### src/rtl/bcd_char_streamer_pkg.sv
// Shared display definitions: ASCII constants, streamer FSM encoding and
// a BCD digit validity helper.
package bcd_char_streamer_pkg;

  localparam logic [7:0] CHAR_SPACE   = 8'h20;
  localparam logic [7:0] CHAR_ZERO    = 8'h30;
  localparam logic [7:0] CHAR_POINT   = 8'h2E;
  localparam logic [7:0] CHAR_INVALID = 8'h3F;

  typedef enum logic [1:0] {
    ST_IDLE  = 2'd0,
    ST_DIGIT = 2'd1,
    ST_POINT = 2'd2
  } state_e;

  // A BCD nibble is invalid when it encodes a value above 9.
  function automatic logic digit_invalid(input logic [3:0] digit);
    return digit > 4'd9;
  endfunction

endpackage

### src/rtl/bcd_char_encode.sv
// Combinational BCD digit to ASCII encoder with blanking and invalid flag.
module bcd_char_encode
  import bcd_char_streamer_pkg::*;
(
  input  logic [3:0] digit_i,
  input  logic       blank_i,
  output logic [7:0] char_o,
  output logic       invalid_o
);

  // Invalid digits always show '?', otherwise blank or '0'+digit.
  always_comb begin
    invalid_o = digit_invalid(digit_i);
    char_o    = CHAR_ZERO + {4'h0, digit_i};
    if (invalid_o) begin
      char_o = CHAR_INVALID;
    end else if (blank_i) begin
      char_o = CHAR_SPACE;
    end
  end

endmodule

### src/rtl/bcd_char_streamer.sv
// Streams a packed BCD word as a fixed-width ASCII field, MSD first, with
// leading-zero blanking, optional decimal point and invalid-digit flag.
module bcd_char_streamer
  import bcd_char_streamer_pkg::*;
#(
  parameter int BCD_DIGITS_PP       = 5,
  parameter int FRAC_DIGITS_PP      = 0,
  parameter int CHAR_COUNT_WIDTH_PP = 4
) (
  input  logic                       clk_i,
  input  logic                       rst_i,
  input  logic                       start_i,
  input  logic [4*BCD_DIGITS_PP-1:0] dat_bcd_i,
  output logic [7:0]                 char_o,
  output logic                       char_valid_o,
  input  logic                       char_ready_i,
  output logic                       char_last_o,
  output logic                       busy_o,
  output logic                       err_o
);

  localparam int SHIFT_W = 4 * BCD_DIGITS_PP;
  localparam logic [CHAR_COUNT_WIDTH_PP-1:0] IDX_LAST =
    CHAR_COUNT_WIDTH_PP'(BCD_DIGITS_PP - 1);
  localparam logic [CHAR_COUNT_WIDTH_PP-1:0] IDX_LSI =
    CHAR_COUNT_WIDTH_PP'(BCD_DIGITS_PP - FRAC_DIGITS_PP - 1);

  state_e                         state_q, state_d;
  logic [SHIFT_W-1:0]             shift_q, shift_d;
  logic [CHAR_COUNT_WIDTH_PP-1:0] idx_q, idx_d;
  logic                           blank_q, blank_d;
  logic                           err_q, err_d;

  logic [3:0] cur_digit;
  logic       cur_blank;
  logic [7:0] enc_char;
  logic       enc_invalid;
  logic       xfer;

  // The digit on display is always the top nibble of the shift register;
  // idx_q tracks its position counted from the most significant digit.
  assign cur_digit = shift_q[SHIFT_W-1 -: 4];
  assign cur_blank = blank_q && (idx_q < IDX_LSI) && (cur_digit == 4'd0);
  assign xfer      = char_valid_o && char_ready_i;

  bcd_char_encode u_encode (
    .digit_i   (cur_digit),
    .blank_i   (cur_blank),
    .char_o    (enc_char),
    .invalid_o (enc_invalid)
  );

  // Outputs decode from registered state, so they hold during a stall.
  always_comb begin
    char_o       = CHAR_SPACE;
    char_valid_o = 1'b0;
    char_last_o  = 1'b0;
    busy_o       = 1'b0;
    err_o        = err_q;
    case (state_q)
      ST_DIGIT: begin
        char_o       = enc_char;
        char_valid_o = 1'b1;
        char_last_o  = (idx_q == IDX_LAST);
        busy_o       = 1'b1;
      end
      ST_POINT: begin
        char_o       = CHAR_POINT;
        char_valid_o = 1'b1;
        busy_o       = 1'b1;
      end
      default: ;
    endcase
  end

  // Next-state logic: capture on start, advance one character per transfer.
  always_comb begin
    state_d = state_q;
    shift_d = shift_q;
    idx_d   = idx_q;
    blank_d = blank_q;
    err_d   = err_q;
    case (state_q)
      ST_IDLE: begin
        if (start_i) begin
          state_d = ST_DIGIT;
          shift_d = dat_bcd_i;
          idx_d   = '0;
          blank_d = 1'b1;
          err_d   = 1'b0;
          for (int unsigned i = 0; i < BCD_DIGITS_PP; i++) begin
            if (digit_invalid(dat_bcd_i[4*i +: 4])) begin
              err_d = 1'b1;
            end
          end
        end
      end
      ST_DIGIT: begin
        if (xfer) begin
          shift_d = {shift_q[SHIFT_W-5:0], 4'h0};
          idx_d   = idx_q + CHAR_COUNT_WIDTH_PP'(1);
          if (enc_invalid || (cur_digit != 4'd0)) begin
            blank_d = 1'b0;
          end
          if (idx_q == IDX_LAST) begin
            state_d = ST_IDLE;
          end else if ((FRAC_DIGITS_PP > 0) && (idx_q == IDX_LSI)) begin
            state_d = ST_POINT;
          end
        end
      end
      ST_POINT: begin
        if (xfer) begin
          state_d = ST_DIGIT;
        end
      end
      default: state_d = ST_IDLE;
    endcase
  end

  // State registers with synchronous reset.
  always_ff @(posedge clk_i) begin
    if (rst_i) begin
      state_q <= ST_IDLE;
      shift_q <= '0;
      idx_q   <= '0;
      blank_q <= 1'b0;
      err_q   <= 1'b0;
    end else begin
      state_q <= state_d;
      shift_q <= shift_d;
      idx_q   <= idx_d;
      blank_q <= blank_d;
      err_q   <= err_d;
    end
  end

endmodule
### config.mk
export PLATFORM = sky130hd
export DESIGN_NAME = bcd_char_streamer
export DESIGN_NICKNAME = d
export VERILOG_FILES = /design/src/rtl/bcd_char_streamer_pkg.sv /design/src/rtl/bcd_char_encode.sv /design/src/rtl/bcd_char_streamer.sv
export SDC_FILE = /design/constraint.sdc
export NUM_CORES = 1
export LEC_CHECK = 0
export CORE_ASPECT_RATIO = 0.75
export CORE_MARGIN = 1.5
export CORE_UTILIZATION = 30
export CTS_CLUSTER_SIZE = 10
export DETAILED_ROUTE_END_ITERATION = 10
export GPL_TIMING_DRIVEN = 1
export PLACE_DENSITY = 0.53
export SLEW_MARGIN = 10
export SYNTH_ARGS = -nofsm -noshare
export SYNTH_HDL_FRONTEND = slang
export SYNTH_SLANG_ARGS = --single-unit
### constraint.sdc
create_clock -name clk_i -period 1.8 [get_ports clk_i]
set_input_delay 0.54 -clock clk_i [delete_from_list [all_inputs] [get_ports clk_i]]
set_output_delay 0.54 -clock clk_i [all_outputs]
set_load 0.03 [all_outputs]
; After elaboration in Yosys (flattened, before gate mapping)
; Index checks and enable logic that the tools add are counted.
[totals]
reg_bits = 28
input_bits = 24
out_inout_bits = 12
wordCells = 60
[op_classes]
n_addsub = 2
order_cmp = 7
eq_ne = 8
muxes = 25
reduce_logical = 13
[op_table]
columns = op, count
row1 = $mux W20, 2
row2 = $pmux W20 S2, 1
row3 = $gt A4 B4 Y1 const B, 6
row4 = $mux W8, 2
row5 = $pmux W8 S2, 1
row6 = $mux W1, 10
row7 = $ne A2 B2 Y1 const B, 5
row8 = $mux W2, 4
row9 = $mux W4, 2
row10 = $pmux W4 S2, 1
row11 = $reduce_and A4 Y1, 2
row12 = $add A6 B4 Y7 const A, 1
row13 = $pmux W2 S3, 1
row14 = $add A4 B1 Y4 const B, 1
row15 = $eq A4 B3 Y1 const B, 1
row16 = $logic_not A4 Y1, 1
row17 = $lt A4 B3 Y1 const B, 1
row18 = $reduce_bool A4 Y1, 1
row19 = $logic_and A1 B1 Y1, 3
row20 = $reduce_and A3 Y1, 1
row21 = $eq A2 B1 Y1 const B, 1
row22 = $eq A2 B2 Y1 const B, 1
row23 = $logic_not A2 Y1, 1
row24 = $pmux W1 S2, 1
row25 = other kinds (4), 4

; Depth between registers and ports, before layout
; Gate-level depths: netlist of run 1.
[depth]
word_depth = 6
depth_mapped = 5
ltp_nobuf = 5

; By module
; Synthesis of run 1 repeated with hierarchy kept, for this count alone.
[hier_totals]
hier_cells = 161
hier_area_um2 = 1421.4
[by_module_without_submodules]
columns = module, n_inst, cells_per_inst, area_per_inst_um2, seq_area_each_um2
row1 = bcd_char_streamer, 1, 144, 1335.0, 540.5
row2 = bcd_char_encode, 1, 17, 86.3, 0.0

; Worst setup path after synthesis of run 1
; OpenSTA, ideal clock, no wires.
[synth_timing]
path_kind = reg-to-output
startpoint = register state_q[0]
endpoint = output char_last_o
arrival_ps = 1752
required_time_ps = 1260
setup_slack_ps = -492
stages_incl_launch_ff = 4
n_path_buf = 2
cell_sequence = dfxtp_1 -> buf_6 -> buf_2 -> nor3b_1
[synth_between]
elab_chain_len = 2
[synth_lines]
columns = element, line
row1 = start: declaration, bcd_char_streamer.sv:28  ; state_e state_q, state_d;
row2 = start signal: assignment, bcd_char_streamer.sv:130  ; state_q <= state_d;
row3 = $eq A2 B1 Y1, bcd_char_streamer.sv:60  ; case (state_q)
row4 = $mux W1, bcd_char_streamer.sv:60
row5 = end: declaration, bcd_char_streamer.sv:17  ; output logic char_last_o,
; No other way between the ends.

; Final worst setup path of run 1
[layout_timing]
startpoint = register idx_q[1]
endpoint = output char_last_o
[layout_between]
elab_chain_len = 2
[layout_lines]
columns = element, line
row1 = start: declaration, bcd_char_streamer.sv:30  ; logic [CHAR_COUNT_WIDTH_PP-1:0] idx_q, idx_d;
row2 = start signal: assignment, bcd_char_streamer.sv:132  ; idx_q <= idx_d;
row3 = $eq A4 B3 Y1, bcd_char_streamer.sv:64  ; char_last_o = (idx_q == IDX_LAST);
row4 = $mux W1, bcd_char_streamer.sv:60
; No other way between the ends.

==> results.md, run 1 <==
- FF+latch area: 561 µm²
- Mapped cell area: 1340 µm²
- Via/cell ratio: 4.83
- Total gr overflow: 0
- I/O Pins: 36
- Setup TNS: 0 ns
- Reg power frac: 51.0%
- Dpl cell area: 1700 µm²
- Gr usage total: 12.4%
- Final hold viol count: 0
- Netlist cell types: 30
- Top cell type's share of synthesized area: 40.5%
- HPWL after DPL: 2160 µm
- CP required: 1.26 ns
- Post-cts hold buffer count: 0
- Num rows: 20
- R2R cell count: 5
- Seq cells post-synth: 27
- Initial antenna violation count: 0
- Detailed Route Iter0 Violations: 42
- CTS clk-pin slew, worst paths: 0.09 ns
- Final Util: 44.4%
- Critical path arrival: 1.25 ns
- Vias in the first global route: 1038
- Comb pwr share: 23.6%
- Sequential area share after synthesis: 40.5%
- # clock sinks: 27
- Synth warn: 0
- Max-cap viol count: 0
- Root buffer cell: clkbuf_8
- Final Cell Area: 1850 µm²
- Startpoint Class: register
- Die Y: 60.8 µm
- P_int: 0.963 mW
- Commonest non-fill, non-tap cells in the layout: 24 x nor2_1, 23 x clkdlybuf4s50_1, 21 x dfxtp_1, 17 x mux2i_1, 17 x buf_4
- Critical Path End Type: output port
- Core region area: 4150 µm²
- Fmax: 560 MHz
- Diode count: 0
- Worst min path class: register to register
- Synth area leader: dfxtp_1
- Htree depth: 1
- Final Wtd Congestion: 0.766
- CTS Buf Count: 3
- CTS tree: yes
- Status: finished, final reports clean
- # DRC: 0
- CP Max Fanout: 5
- Antenna Nets Post-Route: 0
- Die Area: 4860 µm²
- Maximum VDD drop: 0.000339 V
- Final Slew Violations: 0
- First-pass GRT wire length: 4690 µm
- Initial Util: 32.1%
- Largest net degree at the start of global routing: 33
- Clock power share: 25.4%
- Area delta synth->final: 38.2%
- Fin nets: 211
- Sw power: 0.370 mW
- Worst skew pair latency: 0.27 ns
- Post-synthesis cell count: 149
- Max Root-Sink Buffers: 2
- Final setup viols: 0
- Clk_skew: 0.00240 ns
- Critical path class: register to output port
- Leading post-synthesis cells by cell area: dfxtp_1 40%, mux2i_1 13%, a211oi_1 9.0%, nor2_1 7.3%, a21oi_1 3.0%
- Min Tclk post-route: 1.79 ns
- Hold_ws: 0.508 ns
- Footprint of the multi-input gates: 748 µm²
- Port buffer count: 32
- Mean routed wirelength per cell: 12.0 µm
- Syn Area/Cell: 8.96 µm²
- RSZ-0062 raised after global routing: yes
- Hold depth: 2
- Vias: 1155
- Static Leak: 0.711 nW
- Cells after DPL: 230
- Fillers: 435
- Drt pass-1 iters: 4
- Power Dens Cells: 722 nW/µm²
- Sw Ratio: 27.7%
- Share of cells above drive strength 1: 22.8%
- Die X: 80.0 µm
- Most common cell after layout, fill and taps aside: nor2_1
- Finished Layout Cells: 239
- Total routed wirelength: 2870 µm
- Period utilization: 99.2%
power groups by stage:
stage | Sequential [mW] | Combinational, mW | Clock (mW)
6_report | 0.679 | 0.314 | 0.339
5_1_grt | 0.687 | 0.348 | 0.373
4_1_cts | 0.685 | 0.300 | 0.357
3_5_place_dp | 0.695 | 0.296 | 0
3_3_place_gp | 0.694 | 0.292 | 0
2_1_floorplan | 0.688 | 0.194 | 0
cells by family (layout without fill, tap and decap cells):
| kind of cell | count (synthesis) | count (layout) | share of synthesized area, % |
|---|---|---|---|
| adders and majority gates | 2 | 2 | 1.87 |
| muxes | 19 | 19 | 14.7 |
| AOI/OAI and AO/OA | 39 | 39 | 19.4 |
| buffers and inverters | 17 | 51 | 7.59 |
| DFF | 27 | 27 | 40.5 |
| other | 2 | 3 | 0.563 |
| and+or+nand+nor | 42 | 42 | 14.7 |
| xor gates and xnor gates | 1 | 1 | 0.656 |
final cells by class:
| class | count | share of cell area (%) |
|---|---|---|
| flip-flops and latches | 27 | 30.4 |
| clock buffers | 4 | 2.44 |
| well taps | 55 | 3.73 |
| multi-input cells | 106 | 40.5 |
| repair buffers | 44 | 22.2 |
| inverters | 3 | 0.746 |
layer usage:
metal  vias to the layer above  global-route usage [%]  share of wire [%]
met5                         -                       0                  0
met4                         0                    2.96               0.52
met3                         2                    3.31                5.3
met2                        28                    21.1                 45
met1                       525                    15.9                 49
li1                        600                       -                  -
Yosys cell counts, drive strengths merged:
cell,number
a211oi,16
and4,1
o31a,1
conb,2
or2,1
dfxtp,27
nand2,2
clkbuf,3
a311oi,1
o32ai,1
nand3,2
nor3b,3
o21ai,7
o21a,1
mux2i,17
mux2,2
nor2,26
and2,1
a21oi,8
inv,3
xor2,1
buf,11
a22oi,4
nor2b,4
or3,2
ha,2
state kept, by name, indices dropped and copies added (netlist names):
register,count
blank_q,1
shift_q,20
err_o,1
idx_q,4
state_q,1
critical path: stages (launching register included):
cell,delay (ns)
dfxtp_4,0.37
inv_4,0.06
ha_4,0.13
nand2_4,0.06
nor3b_4,0.20
buf_6,0.15
through the flow:
stage / setup slack (ns) / power [mW]
final: 0.0149 / 1.33
after global routing: -0.0405 / 1.41
after CTS: -0.00524 / 1.34
after detailed placement: -0.0735 / 0.991
after global placement: -0.0587 / 0.986
after floorplan: 0.0579 / 0.882
final timing paths:
check	slack, ns	to	startpoint
setup / recovery	0.01	char_last_o	idx_q[1]
hold / removal	0.51	shift_q[8]	shift_q[8]
setup reg to reg	0.49	shift_q[2]	state_q[0]
hold reg to reg	0.51	shift_q[8]	shift_q[8]
timing repair:
action	4_1_cts	5_1_grt
gates cloned	0	0
gates resized for setup	11	13
endpoints found under the setup margin	3	2
setup buffers	0	5
endpoints found under the hold margin	0	0
pin swaps	1	2
(Power assumes the default switching activity.)
==> inputs of run 2 (changes only) <==
- SETUP_SLACK_MARGIN: unset -> 0.05
==> results.md, run 2 (synthesis results as in run 1) <==
- Min Tclk post-route: 1.78 ns (-0.00196 ns)
- # clock sinks: 27 (unchanged)
- Total gr overflow: 0 (unchanged)
- Initial antenna violation count: 0 (unchanged)
- Largest register FFs: 20 (unchanged)
- Htree depth: 1 (unchanged)
- CTS tree: yes
- Reg power frac: 50.1% (-0.9 points)
- Fillers: 426 (-2.1%)
- Critical Path End Type: output port
- Final Wtd Congestion: 0.766 (unchanged)
- Slowest CP cell: dfxtp_4
- Total routed wirelength: 3130 µm (+9.0%)
- GR Util met2: 21.1% (unchanged)
- Static Leak: 0.730 nW (+2.6%)
- CTS clk-pin slew, worst paths: 0.09 ns (about the same)
- Num rows: 20 (unchanged)
- CTS Buf Count: 3 (unchanged)
- Die Y: 60.8 µm (unchanged)
- Root buffer cell: clkbuf_8
- Sw power: 0.383 mW (+3.6%)
- Max incr delay on CP: 0.37 ns (about the same)
- Largest net degree at the start of global routing: 33 (unchanged)
- Biggest register: shift_q
- Status: finished, final reports clean
- Core region area: 4150 µm² (unchanged)
- Final hold viol count: 0 (unchanged)
- Worst skew pair latency: 0.27 ns (about the same)
- Detailed Route Iter0 Violations: 29 (-31%)
- Commonest non-fill, non-tap cells in the layout: 24 x nor2_1, 23 x clkdlybuf4s50_1, 21 x dfxtp_1, 17 x mux2i_1
- Antenna Nets Post-Route: 0 (unchanged)
- Cells along the critical path: inv_4, ha_4, nand2_4, nor3b_4, buf_6
- Die Area: 4860 µm² (unchanged)
- Vias in the first global route: 1044 (+0.58%)
- Cells after DPL: 230 (unchanged)
- Worst min path class: register to register
- Total power: 1.36 mW (+2.0%)
- Drt pass-1 iters: 4 (unchanged)
- CP Max Fanout: 5 (unchanged)
- Max-cap viol count: 0 (unchanged)
- Startpoint Class: register
- Final Util: 45.5% (+1.1 points)
- Fin nets: 214 (+1.4%)
- Gr usage total: 12.4% (+0.032 points)
- Period utilization: 99.1% (-0.11 points)
- Max Root-Sink Buffers: 2 (unchanged)
- P_int: 0.976 mW (+1.4%)
- Power Dens Cells: 719 nW/µm² (-0.42%)
- Area delta synth->final: 41.6%
- Post-cts hold buffer count: 0 (unchanged)
- Largest regs: shift_q (20), idx_q (4)
- Maximum VDD drop: 0.000351 V (+3.5%)
- GR peak layer: met2
- Initial Util: 32.1% (unchanged)
- # DRC: 0 (unchanged)
- Fmax: 561 MHz (+0.11%)
- HPWL after DPL: 2160 µm (unchanged)
- CP required: 1.26 ns (about the same)
- Critical path class: register to output port
- Final Slew Violations: 0 (unchanged)
- WP buf/inv: 2 (unchanged)
- First-pass GRT wire length: 4700 µm (+0.13%)
- Die X: 80.0 µm (unchanged)
- Finished Layout Cells: 242 (+1.3%)
- Clk_skew: 0.00330 ns (+0.000898 ns)
- Comb pwr share: 24.8% (+1.2 points)
- Most common cell after layout, fill and taps aside: nor2_1
- I/O Pins: 36 (unchanged)
- Sw Ratio: 28.2% (+0.44 points)
- Met3 Use GR: 3.31% (unchanged)
- Port buffer count: 32 (unchanged)
- Mean routed wirelength per cell: 12.9 µm (+7.6%)
- Critical path arrival: 1.24 ns (about the same)
- Share of cells above drive strength 1: 24.1% (+1.2 points)
- GR met1 Demand/Resource: 16.0% (+0.091 points)
- Final setup viols: 0 (unchanged)
- Clock power share: 25.1% (-0.3 points)
- Diode count: 0 (unchanged)
- Via/cell ratio: 4.90 (+1.5%)
- RSZ-0062 raised after global routing: yes
- Vias: 1187 (+2.8%)
- Family with the most delay on the worst path: flip-flops
run 2: worst paths after layout:
path | startpoint | end | slack [ns] | cells past startpoint
min | shift_q[8] | shift_q[8] | 0.51 | 2
max | idx_q[1] | char_last_o | 0.02 | 5
min reg2reg | shift_q[8] | shift_q[8] | 0.51 | 2
max reg2reg | state_q[0] | shift_q[0] | 0.47 | 5
run 2: area by class of cell:
type	count	area (µm²)	share of cell area, %
Timing Repair Buffer	46	435	23.0
Sequential cell	27	563	29.8
Tap cell	55	68.8	3.64
Clock buffer	4	45.0	2.38
Multi-Input combinational cell	107	764	40.4
Inverter	3	13.8	0.728
run 2: power groups by stage:
stage / Clock, mW / Combinational [mW] / Sequential, mW
floorplan: 0 / 0.194 / 0.688
global placement: 0 / 0.292 / 0.694
detailed placement: 0 / 0.296 / 0.695
CTS: 0.356 / 0.320 / 0.682
global route: 0.375 / 0.370 / 0.687
finish: 0.341 / 0.338 / 0.681
run 2: per-layer routing:
layer,vias to the layer above,routed length [µm]
met2,34,1440
met1,546,1510
met3,4,157
met4,0,19
met5,-,0
li1,603,-
run 2: timing repair:
action | in CTS | in global routing
gates cloned | 0 | 1
gates resized for setup | 18 | 11
setup endpoints to repair | 3 | 7
setup buffers | 4 | 3
pin swaps | 4 | 4
run 2: through the flow:
step           hold WS, ns  TNS (ns)  area (µm²)  setup WS (ns)
2_1_floorplan        0.465         0        1360         0.0579
3_3_place_gp         0.487    -0.468        1700        -0.0587
3_5_place_dp         0.496    -0.918        1700        -0.0735
4_1_cts              0.509  -0.00511        1820       -0.00511
5_1_grt              0.542   -0.0569        1890        -0.0423
6_report             0.508         0        1890         0.0169
run 2: worst min-delay path: stages, from the launching register on:
cell	delay (ns)
dfxtp_1	0.32
nor2_1	0.10
a211oi_1	0.05
==> inputs of run 3 (changes only) <==
- CELL_PAD_IN_SITES_DETAIL_PLACEMENT: unset -> 1
- CELL_PAD_IN_SITES_GLOBAL_PLACEMENT: unset -> 1
- GPL_TIMING_DRIVEN: 1 -> 0
- PLACE_DENSITY: 0.53 -> 0.68
==> results.md, run 3 (synthesis results as in run 1) <==
- Commonest non-fill, non-tap cells in the layout: 24 x nor2_1, 20 x dfxtp_1, 20 x clkdlybuf4s50_1
- Die X: 80.0 µm (unchanged)
- Diode count: 0 (unchanged)
- Vias: 1219 (+2.7%)
- Total routed wirelength: 3570 µm (+14%)
- Mean routed wirelength per cell: 14.5 µm (+12%)
- Biggest register: shift_q
- Port buffer count: 31 (-3.1%)
- RSZ-0062 raised after global routing: yes
- CTS clk-pin slew, worst paths: 0.09 ns (about the same)
- Antenna Nets Post-Route: 0 (unchanged)
- Final setup viols: 0 (unchanged)
- CTS tree: yes
- Max incr delay on CP: 0.37 ns (about the same)
- Core region area: 4150 µm² (unchanged)
- # clock sinks: 27 (unchanged)
- Cells along the critical path: inv_4, ha_4, nand2_4, nor3b_4, buf_6
- Htree depth: 1 (unchanged)
- Maximum VDD drop: 0.000391 V (+11%)
- Detailed Route Iter0 Violations: 42 (+45%)
- Fmax: 562 MHz (+0.27%)
- Period utilization: 98.8% (-0.27 points)
- Final Cell Area: 1910 µm² (+0.99%)
- Final hold viol count: 0 (unchanged)
- Dpl cell area: 1740 µm² (+2.1%)
- Hold_sp: shift_q[12]
- Most common cell after layout, fill and taps aside: nor2_1
- CTS Buf Count: 3 (unchanged)
- Largest regs: shift_q (20), idx_q (4)
- Fin nets: 219 (+2.3%)
- Clk_skew: 0.00294 ns (-0.000361 ns)
- Max-cap viol count: 0 (unchanged)
- Status: finished, final reports clean
- Startpoint Class: register
- Worst min path class: register to register
- Family with the most delay on the worst path: flip-flops
- HPWL after DPL: 2610 µm (+21%)
- Via/cell ratio: 4.94 (+0.62%)
- Hold_ws: 0.504 ns (-0.00408 ns)
- Max Root-Sink Buffers: 2 (unchanged)
- Final Slew Violations: 0 (unchanged)
- CP Max Fanout: 3 (-2)
- R2R cell count: 6 (+1)
- Initial antenna violation count: 0 (unchanged)
- Static Leak: 0.760 nW (+4.1%)
- Reg-to-Reg Start: state_q[0]
- Num rows: 20 (unchanged)
- Critical path arrival: 1.24 ns (about the same)
- Vias in the first global route: 1211 (+16%)
- Critical path class: register to output port
- Root buffer cell: clkbuf_8
- CP required: 1.26 ns (about the same)
- Worst hold endpoint: shift_q[12]
- I/O Pins: 36 (unchanged)
- Gr usage total: 14.8% (+2.4 points)
- Worst R2R End: state_q[0]
- R2R setup slack: 0.33 ns (-0.14 ns)
- Final Wtd Congestion: 0.690 (-9.9%)
- Initial Util: 32.1% (unchanged)
- Drt pass-1 iters: 4 (unchanged)
- WP buf/inv: 2 (unchanged)
- Area delta synth->final: 43.0%
- Worst skew pair latency: 0.27 ns (about the same)
- Share of cells above drive strength 1: 25.0% (+0.94 points)
- Die Area: 4860 µm² (unchanged)
- Hold depth: 2 (unchanged)
- Die Y: 60.8 µm (unchanged)
- Largest net degree at the start of global routing: 20 (-39%)
- Critical Path End Type: output port
- Slowest CP cell: dfxtp_4
- First-pass GRT wire length: 5550 µm (+18%)
- # DRC: 0 (unchanged)
- Total gr overflow: 0 (unchanged)
- Power Dens Cells: 717 nW/µm² (-0.26%)
- Min Tclk post-route: 1.78 ns (-0.00486 ns)
- Largest register FFs: 20 (unchanged)
- Setup TNS: 0 ns (unchanged)
- Final Util: 46.0% (+0.45 points)
## run 3: cell types whose count changed in the layout (fill, tap and decap cells not counted), sizes merged
cell / before / now
clkbuf: 4 / 8
clkdlybuf4s50: 23 / 20
clkdlybuf4s15: 0 / 1
dlymetal6s2s: 0 / 2
dlygate4sd2: 1 / 2
buf: 22 / 23
mux2: 3 / 2
## run 3: metrics by stage
| step | instances | power, mW | setup slack (ns) |
|---|---|---|---|
| after floorplan | 150 | 0.882 | 0.0579 |
| after global placement | 236 | 0.999 | -0.405 |
| after detailed placement | 236 | 1.01 | -0.433 |
| after CTS | 242 | 1.38 | -0.0333 |
| after global routing | 247 | 1.45 | -0.0283 |
| final | 247 | 1.37 | 0.0217 |
## run 3: area by class of cell
| class | count | area (µm²) |
|---|---|---|
| plain buffers | 13 | 95.1 |
| clock buffers | 4 | 45.0 |
| fillers | 504 | 2240 |
| inverters | 3 | 13.8 |
| multi-input cells | 106 | 757 |
| flip-flops and latches | 27 | 564 |
| well taps | 55 | 68.8 |
| repair buffers | 39 | 365 |
## run 3: tightest hold or removal path, stage by stage (launching register included)
cell	delay (ns)
dfxtp_1	0.32
nor2_1	0.09
a211oi_1	0.05
## run 3: report_power, final
group          leakage [nW]  switching [mW]  internal [mW]
Combinational         0.510           0.171          0.173
Clock                0.0228           0.187          0.159
Sequential            0.227          0.0368          0.642
Total                 0.760           0.395          0.974
## run 3: worst max-delay path by stage
stage / start / end / slack (ns) / cells past startpoint
2_1_floorplan: state_q[0] / char_last_o / 0.06 / 3
3_3_place_gp: state_q[0] / char_last_o / -0.41 / 4
3_5_place_dp: state_q[0] / char_last_o / -0.43 / 4
4_1_cts: shift_q[18] / char_o[4] / -0.03 / 4
5_1_grt: idx_q[1] / char_last_o / -0.03 / 5
6_report: idx_q[1] / char_last_o / 0.02 / 5
## run 3: metal layers
metal	vias to the layer above	part of all wire [%]	track usage (%)
li1	612	-	-
met1	578	48	18.1
met2	27	47	27.1
met3	2	4.3	3.46
met4	0	0.42	2.96
met5	-	0	0
## run 3: what timing repair did
| action | CTS | global route |
|---|---|---|
| pin swaps | 4 | 6 |
| setup buffers | 3 | 5 |
| gates resized for setup | 56 | 16 |
| cloned | 0 | 0 |
| hold buffers | 0 | 0 |
| setup endpoints to repair | 10 | 14 |
